## config.mk

```make
export PLATFORM = sky130hd
export DESIGN_NAME = ps2_host_tx_flat
export DESIGN_NICKNAME = d
export VERILOG_FILES = /design/src/rtl/ps2_host_tx_if.sv /design/src/rtl/ps2_host_tx.sv /design/src/flat_wrapper.sv
export SDC_FILE = /design/constraint.sdc
export NUM_CORES = 1
export LEC_CHECK = 0
export ABC_AREA = 1
export ABC_CLOCK_PERIOD_IN_PS = 1600
export CAP_MARGIN = 0
export CORE_MARGIN = 1
export CORE_UTILIZATION = 52
export CTS_BUF_LIST = sky130_fd_sc_hd__clkbuf_16
export CTS_CLUSTER_SIZE = 16
export DETAILED_ROUTE_END_ITERATION = 6
export PLACE_DENSITY = 0.75
export SLEW_MARGIN = 20
export SYNTH_ARGS = -nofsm -noshare
export SYNTH_HDL_FRONTEND = slang
export SYNTH_SLANG_ARGS = --single-unit
```

## constraint.sdc

```tcl
create_clock -name clk -period 1.6 [get_ports clk]
set_input_delay 0.4 -clock clk [delete_from_list [all_inputs] [get_ports clk]]
set_output_delay 0.4 -clock clk [all_outputs]
set_load 0.01 [all_outputs]
```

## src/rtl/ps2_host_tx_if.sv

```systemverilog
// Command handshake between a byte source and the PS/2 host transmitter.
// The source drives tx_data/tx_valid; the transmitter reports ready/busy and the done/error pulses.
interface ps2_host_tx_if;
    logic [7:0] tx_data;
    logic       tx_valid;
    logic       tx_ready;
    logic       busy;
    logic       done;
    logic       error;

    modport master (output tx_data, tx_valid, input tx_ready, busy, done, error);
    modport slave  (input tx_data, tx_valid, output tx_ready, busy, done, error);
endinterface

```

## src/rtl/ps2_host_tx.sv

```systemverilog
// PS/2 host-to-device byte transmitter: inhibit, request-to-send, device-clocked shift, ack check.
// Define PS2_TX_TIMEOUT_EN to add a watchdog that aborts when the device stops clocking.
module ps2_host_tx #(
    parameter int unsigned INHIBIT_CYCLES = 5000,
    parameter int unsigned TIMEOUT_CYCLES = 1000000
) (
    input  logic         clk,
    input  logic         rst_n,
    input  logic         ps2_clk_in,
    input  logic         ps2_data_in,
    output logic         ps2_clk_oe,
    output logic         ps2_data_oe,
    ps2_host_tx_if.slave bus
);
    localparam logic [2:0] S_IDLE      = 3'd0;
    localparam logic [2:0] S_INHIBIT   = 3'd1;
    localparam logic [2:0] S_RTS       = 3'd2;
    localparam logic [2:0] S_WAIT_DEV  = 3'd3;
    localparam logic [2:0] S_SHIFT     = 3'd4;
    localparam logic [2:0] S_WAIT_IDLE = 3'd5;

    localparam int unsigned         INH_W    = $clog2(INHIBIT_CYCLES + 1);
    localparam logic [INH_W-1:0]    INH_LAST = INH_W'(INHIBIT_CYCLES - 1);

    logic             clk_meta_q, clk_sync_q, clk_prev_q;
    logic             data_meta_q, data_sync_q;
    logic [2:0]       state_q, state_d;
    logic [INH_W-1:0] inh_cnt_q, inh_cnt_d;
    logic [3:0]       bit_cnt_q, bit_cnt_d;
    logic [9:0]       frame_q, frame_d;
    logic             data_oe_q, data_oe_d;

    logic clk_fall;
    logic accept;
    logic shifting;
    logic timeout;

    assign clk_fall = clk_prev_q & ~clk_sync_q;
    assign accept   = (state_q == S_IDLE) & bus.tx_valid;
    assign shifting = (state_q == S_WAIT_DEV) | (state_q == S_SHIFT);

    always_ff @(posedge clk or negedge rst_n) begin
        if (!rst_n) begin
            clk_meta_q  <= 1'b1;
            clk_sync_q  <= 1'b1;
            clk_prev_q  <= 1'b1;
            data_meta_q <= 1'b1;
            data_sync_q <= 1'b1;
        end else begin
            clk_meta_q  <= ps2_clk_in;
            clk_sync_q  <= clk_meta_q;
            clk_prev_q  <= clk_sync_q;
            data_meta_q <= ps2_data_in;
            data_sync_q <= data_meta_q;
        end
    end

`ifdef PS2_TX_TIMEOUT_EN
    localparam int unsigned WD_W = $clog2(TIMEOUT_CYCLES + 1);

    logic [WD_W-1:0] wdog_q, wdog_d;
    logic            watching;

    assign watching = shifting | (state_q == S_WAIT_IDLE);
    assign timeout  = watching & (wdog_q == WD_W'(TIMEOUT_CYCLES));

    always_comb begin
        wdog_d = wdog_q;
        if (accept || clk_fall) begin
            wdog_d = '0;
        end else if (watching && !timeout) begin
            wdog_d = wdog_q + WD_W'(1);
        end
    end

    always_ff @(posedge clk or negedge rst_n) begin
        if (!rst_n) begin
            wdog_q <= '0;
        end else begin
            wdog_q <= wdog_d;
        end
    end
`else
    // No watchdog: the block waits for the device indefinitely; TIMEOUT_CYCLES has no effect here.
    assign timeout = 1'b0 && (TIMEOUT_CYCLES != 0);
`endif

    always_comb begin
        state_d   = state_q;
        inh_cnt_d = inh_cnt_q;
        bit_cnt_d = bit_cnt_q;
        frame_d   = frame_q;
        data_oe_d = data_oe_q;

        case (state_q)
            S_IDLE: begin
                if (accept) begin
                    frame_d   = {1'b1, ~^bus.tx_data, bus.tx_data};
                    bit_cnt_d = '0;
                    inh_cnt_d = '0;
                    state_d   = S_INHIBIT;
                end
            end
            S_INHIBIT: begin
                if (inh_cnt_q == INH_LAST) begin
                    data_oe_d = 1'b1;
                    state_d   = S_RTS;
                end else begin
                    inh_cnt_d = inh_cnt_q + INH_W'(1);
                end
            end
            S_RTS: begin
                state_d = S_WAIT_DEV;
            end
            S_WAIT_DEV, S_SHIFT: begin
                // Frame is shifted out LSB first; falling edge 11 carries the device ack.
                if (clk_fall) begin
                    if (bit_cnt_q < 4'd10) begin
                        data_oe_d = ~frame_q[0];
                        frame_d   = {1'b0, frame_q[9:1]};
                        bit_cnt_d = bit_cnt_q + 4'd1;
                        state_d   = S_SHIFT;
                    end else begin
                        bit_cnt_d = 4'd11;
                        state_d   = data_sync_q ? S_IDLE : S_WAIT_IDLE;
                    end
                end
            end
            S_WAIT_IDLE: begin
                if (clk_sync_q && data_sync_q) begin
                    state_d = S_IDLE;
                end
            end
            default: begin
                state_d = S_IDLE;
            end
        endcase

        if (timeout) begin
            state_d = S_IDLE;
        end
        if (state_d == S_IDLE) begin
            data_oe_d = 1'b0;
        end
    end

    always_ff @(posedge clk or negedge rst_n) begin
        if (!rst_n) begin
            state_q   <= S_IDLE;
            inh_cnt_q <= '0;
            bit_cnt_q <= '0;
            frame_q   <= '0;
            data_oe_q <= 1'b0;
        end else begin
            state_q   <= state_d;
            inh_cnt_q <= inh_cnt_d;
            bit_cnt_q <= bit_cnt_d;
            frame_q   <= frame_d;
            data_oe_q <= data_oe_d;
        end
    end

    assign ps2_clk_oe  = (state_q == S_INHIBIT) | (state_q == S_RTS);
    assign ps2_data_oe = data_oe_q;

    // Pulses are raised in the last non-idle cycle so tx_ready follows one cycle later.
    assign bus.done     = (state_q == S_WAIT_IDLE) & clk_sync_q & data_sync_q & ~timeout;
    assign bus.error    = timeout | (shifting & clk_fall & (bit_cnt_q >= 4'd10) & data_sync_q);
    assign bus.tx_ready = (state_q == S_IDLE);
    assign bus.busy     = (state_q != S_IDLE);
endmodule

```

## src/flat_wrapper.sv

```systemverilog
// flat-port wrapper written by rule: the top's interface ports become plain ports
module ps2_host_tx_flat 
#(
    parameter int unsigned INHIBIT_CYCLES = 5000,
    parameter int unsigned TIMEOUT_CYCLES = 1000000
)
  (clk, rst_n, ps2_clk_in, ps2_data_in, ps2_clk_oe, ps2_data_oe, bus_tx_data, bus_tx_valid, bus_tx_ready, bus_busy, bus_done, bus_error);
  ps2_host_tx_if bus_i ();
  input  logic clk;
  input  logic rst_n;
  input  logic ps2_clk_in;
  input  logic ps2_data_in;
  output logic ps2_clk_oe;
  output logic ps2_data_oe;
  input wire logic [$bits(bus_i.tx_data)-1:0] bus_tx_data;
  input wire logic [$bits(bus_i.tx_valid)-1:0] bus_tx_valid;
  output wire logic [$bits(bus_i.tx_ready)-1:0] bus_tx_ready;
  output wire logic [$bits(bus_i.busy)-1:0] bus_busy;
  output wire logic [$bits(bus_i.done)-1:0] bus_done;
  output wire logic [$bits(bus_i.error)-1:0] bus_error;
  assign bus_i.tx_data = bus_tx_data;
  assign bus_i.tx_valid = bus_tx_valid;
  assign bus_tx_ready = bus_i.tx_ready;
  assign bus_busy = bus_i.busy;
  assign bus_done = bus_i.done;
  assign bus_error = bus_i.error;
  ps2_host_tx #(.INHIBIT_CYCLES(INHIBIT_CYCLES), .TIMEOUT_CYCLES(TIMEOUT_CYCLES)) u_core (.clk(clk), .rst_n(rst_n), .ps2_clk_in(ps2_clk_in), .ps2_data_in(ps2_data_in), .ps2_clk_oe(ps2_clk_oe), .ps2_data_oe(ps2_data_oe), .bus(bus_i));
endmodule
```

==> results.md <==
- Status: complete, but fails checks
- Violations in the final reports: negative setup slack
- Register bit total from synthesis: 36
- Clock network fraction of design power: 45.7%
- Worst path top cell family by delay: flip-flops
- Buffer levels on the longest clock path: 2
- Number of input and output port buffers inserted: 18
- Most instantiated cells after synthesis: sky130_fd_sc_hd__nand2_1, sky130_fd_sc_hd__inv_1, sky130_fd_sc_hd__dfrtp_1
- Number of nets in the synthesized netlist: 322
- Horizontal extent of the die: 67.76 µm
- Power per unit of standard cell area: 663.2 nW/µm²
- Worst R2R Start: u_core.state_q[1]
- Clock transition at the registers of the reported paths: 50 ps
- Via count of the first global-routing pass: 1,897
- Post-DRT Antenna Nets: 0
- Number of buffers added to fix hold violations after cts: 0
- Post-synthesis instance area: 2248 µm²
- Critical Path Source Type: flop
- Required arrival time at the worst endpoint: 1200 ps
- Via Count: 2,134
- Share of total power in sequential cells: 46.7%
- Area of the die: 4591 µm²
- Maximum Capacitance Violations: 0
- Main area contributors after synthesis: sky130_fd_sc_hd__dfrtp_1, sky130_fd_sc_hd__nand2_1, sky130_fd_sc_hd__dfstp_2
- Maximum fanout along the worst path: 4
- Largest net degree at the start of global routing: 37
- Data arrival time of the critical path: 1300 ps
- Area share of the largest cell type after synthesis: 34.50%
- Relative slew slack: 75.98%
- Unique cell type count in the Yosys netlist: 31
- Worst hold path stage count: 0
- Count of non-filler cells in the finished layout: 421
- Final setup violating endpoints: 6
- Share of cells above drive strength 1: 27.22%
- Minimum period implied by the final worst setup slack: 1701 ps
- Core occupancy in the finished layout: 73.73%
- Global-route wire length before repair: 7997 µm
- Max Slew Vio Count: 0
- Path depth of the worst reg2reg path: 9
- CP peak stage delay: 420 ps
- Reg-to-reg slack, setup: -30 ps
- First-pass DRT Iterations: 4
- Setup Skew: 7.123 ps
- Total track usage: 23.88%
- Cells traversed along the worst timing path: nor2_2, nand2_1, nand2_2, inv_2, nor2_1, buf_2
- Skew-Pair Late Insertion Delay: 280 ps
- Root buffer selected by CTS: sky130_fd_sc_hd__clkbuf_16
- Synth Instances: 306
- Final estimated routing congestion in global placement: 0.9250
- Vertical die dimension: 67.76 µm
- Critical Setup Path Class: flop to primary output
- Net switching power of the design: 0.4400 mW
- Critical Path Stages: 6
- Library cell contributing the largest single delay on the critical path: sky130_fd_sc_hd__dfrtp_1
- Portion of total power attributed to combinational logic: 7.6%
- Drt total wl: 5157 µm
- Post-placement worst setup slack: -233.7 ps
- YS warnings: 0
- Per-cell via count in the routed design: 5.069
- RSZ-0062 raised after global routing: true
- Smallest hold slack: 357.6 ps
- Highest clock frequency the design can meet: 587.9 MHz
- Most frequent cell after synthesis: sky130_fd_sc_hd__nand2_1
- Number of endpoints with negative hold slack in the final report: 0
- Placed cell count: 404
- Number of buffers and inverters on the critical path: 2
- Cell-internal power: 1.558 mW
- Number of core rows: 23
- Slack of the critical path: -101.1 ps
- Tightest Hold Check Type: flop to flop
- Worst setup path startpoint: u_core.state_q[1]
- Dominant synthesized flop cell: sky130_fd_sc_hd__dfrtp_1
- Sequential area share after synthesis: 40.35%
- Area of the core region: 4086 µm²
- Initial Util: 55.02%
- # clock sinks: 36
- Biggest area consumer among synthesized cells: sky130_fd_sc_hd__dfrtp_1
- Peak ir drop on the vdd network: 0.6480 mV
- Switching part of the total power: 22.02%
- Final net count: 386
- TritonCTS clock tree: yes
- Antenna violations before repair: 0
- Synthesis-to-layout area growth: 34.00%
- Top Ports: 19
- Post-synth EDFFs: 0
- Routed len/inst: 12.25 µm
- Slew at the pin with the worst max-slew slack: 356.6 ps
- Number of violations reported at the end of detailed-routing iteration 0: 111
- Synth Area per Inst: 7.348 µm²
- Critical hold path startpoint: u_core.clk_meta_q
- Clock buffer count from CTS: 5
- Async set-reset flop share out of synthesis: 100.0%
- Number of DRC violations after detailed routing: 0
- Ratio of final minimum period to clock period: 106.3%
- Count of antenna diodes in the layout: 0
- Kind of end point of the critical path: primary output
- Leakage power figure: 1.553 nW
- Setup Total Neg Slack: -186.1 ps
- Hpwl dp: 3449 µm
- Overflow after GRT: 0
- H-tree depth: 2
## per-stage QoR
stage	total power [mW]	instance area, µm²
2_1_floorplan	1.002	2248
3_3_place_gp	1.085	2714
3_5_place_dp	1.089	2714
4_1_cts	2.009	2884
5_1_grt	2.068	3013
6_report	1.998	3013
## registers in the layout, summed over array words and instances (netlist names)
| name | flops |
|---|---|
| u_core.clk_meta_q | 1 |
| u_core.inh_cnt_q | 13 |
| u_core.frame_q | 10 |
| u_core.bit_cnt_q | 4 |
| u_core.clk_sync_q | 1 |
| u_core.state_q | 3 |
| u_core.ps2_data_oe | 1 |
| u_core.data_meta_q | 1 |
| u_core.data_sync_q | 1 |
| u_core.clk_prev_q | 1 |
## layout by cell type (no fill, tap or decap), drive strengths merged
cell type      count
clkbuf             6
xnor2              4
dfstp              5
buf               48
a21oi              6
nor3               4
o31ai              2
o21ai             25
ha                 3
nand2            112
nand4              8
dfrtp             31
inv               40
nand3b             2
clkdlybuf4s50     13
xor2               7
nor2              30
clkinv             3
nor4               1
nand3             21
## power by group through the flow
stage / combinational [mW] / clock (mW) / sequential (mW)
final: 0.153 / 0.913 / 0.933
after global routing: 0.171 / 0.964 / 0.933
after CTS: 0.148 / 0.930 / 0.931
after detailed placement: 0.143 / 0 / 0.946
after global placement: 0.139 / 0 / 0.945
after floorplan: 0.0575 / 0 / 0.945
## per-layer routing
metal / GRT usage, % / wire length, µm / vias up
met5: 0 / 0 / -
met4: 9.309 / 36 / 0
met3: 6.081 / 131 / 4
met2: 39.23 / 2632 / 24
met1: 29.74 / 2357 / 1012
li1: - / - / 1094
## area by class of cell
| class | instances | area (µm²) |
|---|---|---|
| timing repair buffer | 62 | 536.8 |
| clock inverter | 3 | 11.26 |
| timing repair inverter | 1 | 8.758 |
| sequential | 36 | 907.1 |
| tap | 50 | 62.56 |
| clock buffer | 5 | 125.1 |
| inverter | 39 | 153.9 |
| fill | 304 | 1074 |
| multi-input combinational | 225 | 1207 |
## path summary, 6_finish.rpt
| check | endpoint |
|---|---|
| worst min register to register | u_core.clk_sync_q |
| worst max-delay path | bus_error |
| min in group asynchronous | u_core.bit_cnt_q[2] |
| worst max register to register | u_core.frame_q[2] |
| max in group asynchronous | u_core.clk_meta_q |
| worst min-delay path | u_core.clk_sync_q |
## cells by family after synthesis
family	synth area share (%)
compound gates	9.738
fa+ha+maj	1.670
flops	40.35
simple gates	34.56
buf+inv	9.405
xor+xnor	4.285
## repair_timing
item / CTS / global route
pin swaps: 5 / 16
gates cloned: 1 / 0
gates resized for setup: 24 / 35
setup endpoints to repair: 14 / 32
hold endpoints to repair: 0 / 0
setup buffers: 4 / 6
No activity file was read; power rests on OpenSTA's default activity.
